<file path="src/rtl/systolic_pkg.sv">
// Shared types and helpers for the systolic array feeder.
// Holds default dimensions, the feeder state enum and the skew range check.
package systolic_pkg;

    localparam int DATA_WIDTH_DEF = 4;
    localparam int SIZE_DEF       = 2;

    typedef enum logic [2:0] {
        IDLE,
        LOAD,
        FEED,
        FLUSH,
        DONE
    } feeder_state_t;

    // Lane `lane` carries an operand at step t only while 0 <= t-lane < size.
    function automatic logic skew_in_range(input int t, input int lane, input int size);
        return ((t - lane) >= 0) && ((t - lane) < size);
    endfunction

endpackage

</file>
<file path="src/rtl/skew_lane_mux.sv">
// Selects the skewed operand for one array lane at feed step t.
// Row mode reads A[lane][t-lane]; column mode reads B[t-lane][lane].
module skew_lane_mux
    import systolic_pkg::*;
#(
    parameter int DATA_WIDTH = DATA_WIDTH_DEF,
    parameter int SIZE       = SIZE_DEF,
    parameter int TW         = 3
) (
    input  logic [SIZE*SIZE*DATA_WIDTH-1:0] mat_i,
    input  logic [TW-1:0]                   lane_i,
    input  logic [TW-1:0]                   t_i,
    input  logic                            col_sel_i,
    output logic [DATA_WIDTH-1:0]           val_o,
    output logic                            valid_o
);

    int d;
    int idx;

    always_comb begin
        val_o   = '0;
        valid_o = 1'b0;
        d       = int'(t_i) - int'(lane_i);
        idx     = 0;
        if (skew_in_range(int'(t_i), int'(lane_i), SIZE)) begin
            idx     = col_sel_i ? (d * SIZE + int'(lane_i))
                                : (int'(lane_i) * SIZE + d);
            valid_o = 1'b1;
            val_o   = mat_i[idx*DATA_WIDTH +: DATA_WIDTH];
        end
    end

endmodule

</file>
<file path="src/rtl/systolic_feeder.sv">
// Buffers operand matrices A and B from the load port, then drives the
// array edges with diagonally skewed streams followed by a flush drain.
module systolic_feeder
    import systolic_pkg::*;
#(
    parameter int DATA_WIDTH   = DATA_WIDTH_DEF,
    parameter int SIZE         = SIZE_DEF,
    parameter int FLUSH_CYCLES = 2 * SIZE
) (
    input  logic                       clk,
    input  logic                       rstn,
    input  logic                       ld_valid,
    output logic                       ld_ready,
    input  logic [DATA_WIDTH-1:0]      ld_data,
    input  logic                       stall,
    output logic [SIZE*DATA_WIDTH-1:0] row_data,
    output logic [SIZE-1:0]            row_valid,
    output logic [SIZE*DATA_WIDTH-1:0] col_weight,
    output logic [SIZE-1:0]            col_valid,
    output logic                       shift_en,
    output logic                       busy,
    output logic                       done
);

    localparam int N   = SIZE * SIZE;
    localparam int LIW = $clog2(2 * N) + 1;
    localparam int TW  = $clog2(2 * SIZE) + 1;
    localparam int MW  = N * DATA_WIDTH;
    localparam int LW  = SIZE * DATA_WIDTH;

    feeder_state_t state_q, state_d;
    logic [LIW-1:0] ld_idx_q, ld_idx_d;
    logic [TW-1:0]  t_q, t_d;
    logic [TW-1:0]  fl_q, fl_d;
    logic [2*MW-1:0] buf_q, buf_d;

    logic [LW-1:0]   row_data_q, row_data_d;
    logic [LW-1:0]   col_weight_q, col_weight_d;
    logic [SIZE-1:0] row_valid_q, row_valid_d;
    logic [SIZE-1:0] col_valid_q, col_valid_d;
    logic            shift_en_q, shift_en_d;
    logic            done_q, done_d;

    logic [LW-1:0]   row_mux, col_mux;
    logic [SIZE-1:0] row_mux_v, col_mux_v;
    logic            ld_hs;

    assign ld_ready = (state_q == IDLE) || (state_q == LOAD);
    assign ld_hs    = ld_valid && ld_ready;
    assign busy     = (state_q != IDLE);

    // A occupies the low half of the buffer, B the high half, both row-major,
    // so the load index addresses the buffer directly.
    always_comb begin
        state_d  = state_q;
        ld_idx_d = ld_idx_q;
        t_d      = t_q;
        fl_d     = fl_q;
        buf_d    = buf_q;
        unique case (state_q)
            IDLE: begin
                ld_idx_d = '0;
                t_d      = '0;
                fl_d     = '0;
                if (ld_hs) begin
                    buf_d[0 +: DATA_WIDTH] = ld_data;
                    ld_idx_d = LIW'(1);
                    state_d  = LOAD;
                end
            end
            LOAD: begin
                if (ld_hs) begin
                    buf_d[int'(ld_idx_q)*DATA_WIDTH +: DATA_WIDTH] = ld_data;
                    if (ld_idx_q == LIW'(2 * N - 1)) begin
                        state_d = FEED;
                        t_d     = '0;
                    end else begin
                        ld_idx_d = ld_idx_q + LIW'(1);
                    end
                end
            end
            FEED: begin
                if (!stall) begin
                    if (t_q == TW'(2 * SIZE - 2)) begin
                        state_d = FLUSH;
                        fl_d    = '0;
                    end else begin
                        t_d = t_q + TW'(1);
                    end
                end
            end
            FLUSH: begin
                if (!stall) begin
                    if (fl_q == TW'(FLUSH_CYCLES - 1)) begin
                        state_d = DONE;
                    end else begin
                        fl_d = fl_q + TW'(1);
                    end
                end
            end
            DONE: begin
                state_d  = IDLE;
                ld_idx_d = '0;
                t_d      = '0;
                fl_d     = '0;
            end
            default: state_d = IDLE;
        endcase
    end

    for (genvar l = 0; l < SIZE; l++) begin : g_lane
        skew_lane_mux #(
            .DATA_WIDTH(DATA_WIDTH),
            .SIZE      (SIZE),
            .TW        (TW)
        ) u_row (
            .mat_i    (buf_d[MW-1:0]),
            .lane_i   (TW'(l)),
            .t_i      (t_d),
            .col_sel_i(1'b0),
            .val_o    (row_mux[l*DATA_WIDTH +: DATA_WIDTH]),
            .valid_o  (row_mux_v[l])
        );
        skew_lane_mux #(
            .DATA_WIDTH(DATA_WIDTH),
            .SIZE      (SIZE),
            .TW        (TW)
        ) u_col (
            .mat_i    (buf_d[2*MW-1:MW]),
            .lane_i   (TW'(l)),
            .t_i      (t_d),
            .col_sel_i(1'b1),
            .val_o    (col_mux[l*DATA_WIDTH +: DATA_WIDTH]),
            .valid_o  (col_mux_v[l])
        );
    end

    // Outputs are computed from the next state so they change on the cycle a
    // new step is entered and simply repeat while a stall holds the counters.
    always_comb begin
        row_data_d   = '0;
        row_valid_d  = '0;
        col_weight_d = '0;
        col_valid_d  = '0;
        shift_en_d   = (state_d == FLUSH);
        done_d       = (state_d == DONE);
        if (state_d == FEED) begin
            row_data_d   = row_mux;
            row_valid_d  = row_mux_v;
            col_weight_d = col_mux;
            col_valid_d  = col_mux_v;
        end
    end

    always_ff @(posedge clk or negedge rstn) begin
        if (!rstn) begin
            state_q      <= IDLE;
            ld_idx_q     <= '0;
            t_q          <= '0;
            fl_q         <= '0;
            buf_q        <= '0;
            row_data_q   <= '0;
            row_valid_q  <= '0;
            col_weight_q <= '0;
            col_valid_q  <= '0;
            shift_en_q   <= 1'b0;
            done_q       <= 1'b0;
        end else begin
            state_q      <= state_d;
            ld_idx_q     <= ld_idx_d;
            t_q          <= t_d;
            fl_q         <= fl_d;
            buf_q        <= buf_d;
            row_data_q   <= row_data_d;
            row_valid_q  <= row_valid_d;
            col_weight_q <= col_weight_d;
            col_valid_q  <= col_valid_d;
            shift_en_q   <= shift_en_d;
            done_q       <= done_d;
        end
    end

    assign row_data   = row_data_q;
    assign row_valid  = row_valid_q;
    assign col_weight = col_weight_q;
    assign col_valid  = col_valid_q;
    assign shift_en   = shift_en_q;
    assign done       = done_q;

endmodule

</file>
<file path="config.mk">
export PLATFORM = sky130hd
export DESIGN_NAME = systolic_feeder
export DESIGN_NICKNAME = d
export VERILOG_FILES = /design/src/rtl/systolic_pkg.sv /design/src/rtl/skew_lane_mux.sv /design/src/rtl/systolic_feeder.sv
export SDC_FILE = /design/constraint.sdc
export NUM_CORES = 1
export LEC_CHECK = 0
export CORE_MARGIN = 3
export CORE_UTILIZATION = 45
export CTS_BUF_LIST = sky130_fd_sc_hd__clkbuf_4 sky130_fd_sc_hd__clkbuf_8
export DETAILED_ROUTE_END_ITERATION = 10
export GPL_TIMING_DRIVEN = 0
export PLACE_DENSITY = 0.65
export SYNTH_ARGS = -nofsm -noshare
export SYNTH_HDL_FRONTEND = slang
export SYNTH_SLANG_ARGS = --single-unit
</file>
<file path="constraint.sdc">
create_clock -name clk -period 9.4 [get_ports clk]
set_clock_uncertainty 0.2 [all_clocks]
set_input_delay 0.94 -clock clk [delete_from_list [all_inputs] [get_ports clk]]
set_output_delay 0.94 -clock clk [all_outputs]
set_load 0.1 [all_outputs]
</file>
== After elaboration in Yosys (flattened, before gate mapping) ==
Index checks and enable logic that the tools add are counted.

* Register bits after elaboration: 65
* Output and inout port bits: 24
* Word-level logic and storage cells: 90

* $add $sub $neg: 7
* Reduce and logical (&&, ||, !) cells: 11
* Shift operators: 6
* Magnitude comparators: 4
* Multiplexer cells: 36
* Eq/ne operators: 16

{| class="wikitable"
|+ Operators with widths
! operator !! number
|-
| indexed part select 16 x 32 -> 4 bit || 2
|-
| 2-to-1 mux 3 bit || 15
|-
| negation 6 -> 33 bit || 1
|-
| variable shift 4 x 33 -> 32 bit, first input constant || 1
|-
| indexed part select 4 x 33 -> 32 bit || 1
|-
| bitwise mux 32 bit || 1
|-
| 2-to-1 mux 32 bit || 1
|-
| 2-to-1 mux 28 bit || 1
|-
| 2-to-1 mux 4 bit || 7
|-
| equality test 3 x 2 -> 1 bit, second input constant || 6
|-
| one-hot mux 3 bit (3 select lines) || 2
|-
| 2-to-1 mux 8 bit || 2
|-
| indexed part select 16 x 6 -> 4 bit || 1
|-
| indexed part select 16 x 7 -> 4 bit || 1
|-
| != test 2 bit, second input constant || 6
|-
| one-hot mux 3 bit (4 select lines) || 1
|-
| one-hot mux 4 bit (3 select lines) || 1
|-
| nonzero test 3 bit || 3
|-
| one-hot mux 4 bit (2 select lines) || 1
|-
| adder 3 x 1 -> 3 bit, second input constant || 2
|-
| adder 5 x 2 -> 6 bit, second input constant || 1
|-
| equality test 3 bit, second input constant || 2
|-
| adder 3 x 4 -> 5 bit, first input constant || 1
|-
| AND reduction 5 bit || 1
|-
| other kinds (15) || 19
|}

== Logic depth before layout (Yosys ltp) ==
* Word-level depth: 10
* Depth in mapped cells: 15
* Depth with buffers taken out: 14

== Modules after synthesis ==
Synthesis repeated with hierarchy kept, for this count alone.

* Cell total of the unflattened synthesis: 382
* Area total of the unflattened synthesis: 4314.1 um2

{| class="wikitable"
|+ Modules (own cells, without submodules)
! module !! times used !! seq. area each (um2) !! area each (um2) !! cells an instance
|-
| systolic_feeder || 1 || 1676.6 || 2872.8 || 230
|-
| skew_lane_mux || 4 || 0.0 || 360.3 || 38
|}

== Worst setup path after synthesis ==
Ideal clock, no wire load.

* Path kind: in2reg
* Start point: in stall
* End point: reg col_weight_q[5] (netlist: col_weight[5])
* Path slack: 5.676 ns
* Buffers on the path: 1
* Stages on the path: 12
* Required time: 9.114 ns
* Library setup time: 0.086 ns
* Arrival time: 3.438 ns
* Cells stage by stage: or3_1 -> or3_4 -> a21oi_4 -> inv_2 -> clkbuf_1 -> ha_1 -> clkinv_1 -> nor3_1 -> ha_1 -> and2_1 -> nand3_1 -> nor3_1

* Word-level cells in the longest chain between the ends: 7
* Elaborated cells on any way between the ends: 14
* Those cells by class: 2 x add/sub; 2 x order compare; 1 x eq/ne; 1 x shift; 7 x mux; 1 x reduce/logical

{| class="wikitable"
|+ RTL lines
! item !! line !! RTL
|-
| start: declaration || systolic_feeder.sv:15 || <nowiki>input logic stall,</nowiki>
|-
| 2-to-1 mux 3 bit || systolic_feeder.sv:83 || <nowiki>if (!stall) begin</nowiki>
|-
| one-hot mux 3 bit (3 select lines) || systolic_feeder.sv:60 || <nowiki>unique case (state_q)</nowiki>
|-
| subtractor 3 x 1 -> 4 bit || systolic_pkg.sv:18, skew_lane_mux.sv:24 ||
|-
| adder 5 x 2 -> 6 bit (tied with other cells) || n/a ||
|-
| indexed part select 16 x 32 -> 4 bit / logical AND 1 bit (equally long branches) || skew_lane_mux.sv:30, systolic_pkg.sv:18 ||
|-
| 2-to-1 mux 4 bit || skew_lane_mux.sv:26 || <nowiki>if (skew_in_range(int'(t_i), int'(lane_i), SIZE)) begin</nowiki>
|-
| 2-to-1 mux 8 bit (*) || systolic_feeder.sv:147 || <nowiki>if (state_d == FEED) begin</nowiki>
|-
| net col_weight_d[5] || systolic_feeder.sv:38 || <nowiki>logic [LW-1:0] col_weight_q, col_weight_d;</nowiki>
|-
| end signal: assignment || systolic_feeder.sv:176 || <nowiki>col_weight_q <= col_weight_d;</nowiki>
|-
| end: declaration || systolic_feeder.sv:38 ||
|}

Mark *: on every way through the listed nets, which the timed path passes. The rest lies on a longest branch.
A chain may end at the register's enable or synchronous reset.

== Worst setup path after layout ==
* Start point: in ld_valid
* End point: reg col_weight_q[5] (netlist: col_weight[5])

* Word-level cells in the longest chain between the ends: 8
* Elaborated cells on any way between the ends: 17
* Those cells by class: 2 x add/sub; 2 x order compare; 1 x eq/ne; 1 x shift; 9 x mux; 2 x reduce/logical

{| class="wikitable"
|+ RTL lines
! item !! line !! RTL
|-
| start: declaration || systolic_feeder.sv:12 || <nowiki>input logic ld_valid,</nowiki>
|-
| logical AND 1 bit (*) || systolic_feeder.sv:49 || <nowiki>assign ld_hs = ld_valid && ld_ready;</nowiki>
|-
| 2-to-1 mux 3 bit || systolic_feeder.sv:72 || <nowiki>if (ld_hs) begin</nowiki>
|-
| one-hot mux 3 bit (3 select lines) || systolic_feeder.sv:60 ||
|-
| subtractor 3 x 1 -> 4 bit || systolic_pkg.sv:18, skew_lane_mux.sv:24 ||
|-
| adder 5 x 2 -> 6 bit (tied with other cells) || n/a ||
|-
| indexed part select 16 x 32 -> 4 bit / logical AND 1 bit (equally long branches) || skew_lane_mux.sv:30, systolic_pkg.sv:18 ||
|-
| 2-to-1 mux 4 bit || skew_lane_mux.sv:26 ||
|-
| 2-to-1 mux 8 bit (*) || systolic_feeder.sv:147 ||
|-
| net col_weight_d[5] || systolic_feeder.sv:38 ||
|}

Marked as above.

==> results.txt <==
----------------------------------------------------
[Floorplan]
  Initial Util ... 0.473
  Core Footprint ... between 6000 and 7000 um2
  Number of placed I/O pins ... 32
  Vertical die dimension ... slightly above 90 um
  Width of the die ... 91.5 um
  Area enclosed by the die boundary ... 8370 um2
  Number of placement rows ... 30

[Final layout]
  Post-route non-filler standard cell count ... approximately 460
  Antenna diode count ... 0
  Utilization after layout ... 0.568
  Layout cell share with drive strength beyond 1 ... 0.158
  Net count reported at finish ... ~380
  Area grow syn2layout ... 19.9%
  Number of fill cells in the layout ... between 600 and 700

[Power]
  Largest voltage drop on the vdd net ... about 0.11 mV
  Static power due to leakage ... 1.76 nW
  Total power density per cell area ... roughly 320 nW/um2
  Final Power ... 1.26 mW

[Clock network]
  Number of setup buffers added after CTS ... 0
  TritonCTS clock tree ... done
  Number of gates resized after cts ... 0
  Maximum root-to-sink buffer count ... 2
  Number of CTS-inserted buffers ... 9
  # hold bufs at CTS ... 0
  Sink Count ... 65
  H-Tree Level Count ... 3
  Clock insertion delay at the later pin of the skew report ... 330 ps
  Root Buffer Master ... clkbuf_8
  Reg clk slew, reported paths ... approximately 70 ps

[STA]
  Measured slew at the worst slew-check pin ... a little under 1000 ps
  Post-route minimum period ... ~4600 ps
  Max transition margin ... 0.346
  Setup slack after layout ... 4790 ps
  Final hold vios ... 0
  Finish-stage setup viols ... 0
  Final worst path period share ... 0.490
  Summed negative setup slack over all endpoints ... 0 ps
  Max frequency ... roughly 0.22 GHz
  Total count of max-transition violations in the final report ... 0
  Unrepaired setup endpoints after global routing ... no

[Worst setup path]
  Highest net fanout along the worst path ... 10
  Setup slack of the most critical reg-to-reg path ... roughly 5400 ps
  R2R Path End ... col_weight[5]
  Startpoint of the lowest-slack register-to-register path ... state_q[0]
  Critical Path Source Type ... input pin
  CP Capture Type ... flip-flop
  Cell depth of the worst flop-to-flop path ... 12
  Class of the most critical setup path ... input pin to flip-flop
  Worst EP arrival ... 4660 ps
  Crit path required time ... 9450 ps

[Placed design]
  HPWL after detailed placement ... slightly above 5000 um
  Routability congestion estimate from global placement ... approximately 0.85
  Worst slack after detailed placement ... 4460 ps
  IO Port Bufs ... 31
  Placed cell count ... about 450

[Flow run]
  Max-cap check violation count ... 0

[Worst hold path]
  Hold Path Depth ... 2
  Beginning of the worst hold path ... buf_q[19]
  Worst Hold Class ... flip-flop to flip-flop
  Terminating pin of the worst hold path ... buf_q[19]

[Routing]
  Residual DRC ... 0
  Total via count after detailed routing ... roughly 2500
  1st-pass router iterations ... 4
  Via density ... 5.41
  Drt first-iter violations ... 118
  Overall routed net length ... just over 7000 um
  Wirelength per Cell ... 15.6 um
  Number of antenna-violating nets in the routed design ... 0

[Synthesis]
  Cell taking the most area after synthesis ... dfrtp_1
  Syn Nets ... approximately 340
  Number of distinct library cell variants in the gate-level netlist after synthesis ... between 50 and 60
  Cell count after synthesis ... approximately 320
  Number of flops mapped to enable cells by yosys ... 0
  Ys Warns ... 0
  Synthesized cell area ... around 3300 um2
  Area contributors post-synth ... dfrtp_1 (49%), mux2_2 (6.9%), ha_1 (4.9%)
  Async SR Flop Fraction ... 1.00
  Post-synthesis register bit count ... 65
  Seq/Total Area, Yosys ... 0.495
  Share of Yosys cell area claimed by the top area cell type ... 0.495
  Top flip-flop cell by instance count after synthesis ... dfrtp_1
  Synthesized area divided by synthesized cell count ... about 10 um2

[GRT]
  Largest net degree at the start of global routing ... 66
  Number of global-route vias before repair ... about 2600
  Total Routing Usage GR ... 0.189
  Sum of overflow across all layers after global routing ... 0
  Antenna violations before repair ... 0
  Wire length of the first global-routing pass ... ~13000 um

[Status]
  Run status ... finished, final reports clean

----------------------------------------------------
[metal layers]
metal	GRT usage	share of wire	vias up
met5	0	0	-
met4	0.0804	0.025	0
met3	0.0431	0.048	14
met2	0.298	0.46	66
met1	0.250	0.47	1202
li1	-	-	1227
[area by class of cell]
| class | instances | area, um2 | area share |
|---|---|---|---|
| Clock inverter | 6 | 90.1 | 0.0228 |
| Sequential cell | 65 | 1630 | 0.413 |
| Clock buffer | 10 | 138 | 0.0349 |
| Buffer | 13 | 58.8 | 0.0149 |
| Multi-Input combinational cell | 231 | 1560 | 0.395 |
| Timing Repair Buffer | 31 | 308 | 0.0781 |
| Tap cell | 96 | 120 | 0.0305 |
| Inverter | 12 | 45.0 | 0.0114 |
[layout by cell type (no fill, tap or decap), types with 7 or more instances in the layout]
master,synthesis,layout
nand2_1,41,41
o21ai_0,7,7
mux2_2,20,20
nor3_1,16,16
clkdlybuf4s50_1,0,30
clkbuf_8,0,10
dfrtp_1,65,65
inv_1,9,9
nand3_1,8,8
nor2_1,33,33
clkbuf_1,9,9
a21oi_1,10,10
ha_1,13,13
[synthesized netlist by cell type (all sizes together), types with 6 or more instances]
cell and count:
a21oi 11, a22o 6, clkbuf 9, dfrtp 65, ha 13, inv 10, mux2 20, nand2 41
nand3 8, nor2 33, nor3 17, o21ai 7, or3 7
[state kept, by name, indices dropped and copies added, names as in the netlist]
signal and cells:
row_data 8, fl_q 3, buf_q 32, shift_en 1, ld_idx_q 4, t_q 3
col_valid 2, done 1, state_q 3, col_weight 8
[worst max-delay path, cell delays in order]
cell	delay [ps]
clkdlybuf4s50_1	620
nor3b_2	490
a41o_1	380
a21oi_4	100
inv_2	140
clkbuf_1	460
ha_1	230
clkinv_1	210
nor3_1	250
ha_1	170
and2_1	180
nand3_1	230
nor3_1	250
[power by group]
group	switching (mW)	internal, mW	leakage (nW)	total, mW
combinational	0.407	0.207	0.766	0.614
clock	0.109	0.157	0.113	0.267
sequential	0.0355	0.345	0.884	0.381
total	0.552	0.710	1.76	1.26
[through the flow]
step	hold slack, ps	cell area (um2)
after global routing	311	3940
after CTS	277	3940
after detailed placement	259	3710
final	273	3940
after global placement	248	3720
after floorplan	233	3290
[worst max path at each step]
stage	to	startpoint	slack, ps
2_1_floorplan	col_weight[5]	stall	5680
3_3_place_gp	col_weight[5]	ld_valid	4510
3_5_place_dp	col_weight[5]	ld_valid	4460
4_1_cts	col_weight[5]	ld_valid	4800
5_1_grt	col_weight[5]	ld_valid	4460
6_report	col_weight[5]	ld_valid	4790
[cell families after synthesis]
group,count (synthesis),share of synthesized area
AOI/OAI and AO/OA,53,0.119
muxes,21,0.0716
adders and majority gates,13,0.0495
xor gates and xnor gates,5,0.0133
buffers and inverters,25,0.0316
and+or+nand+nor,139,0.220
DFF,65,0.495
Power figures use the tool's default switching activity.
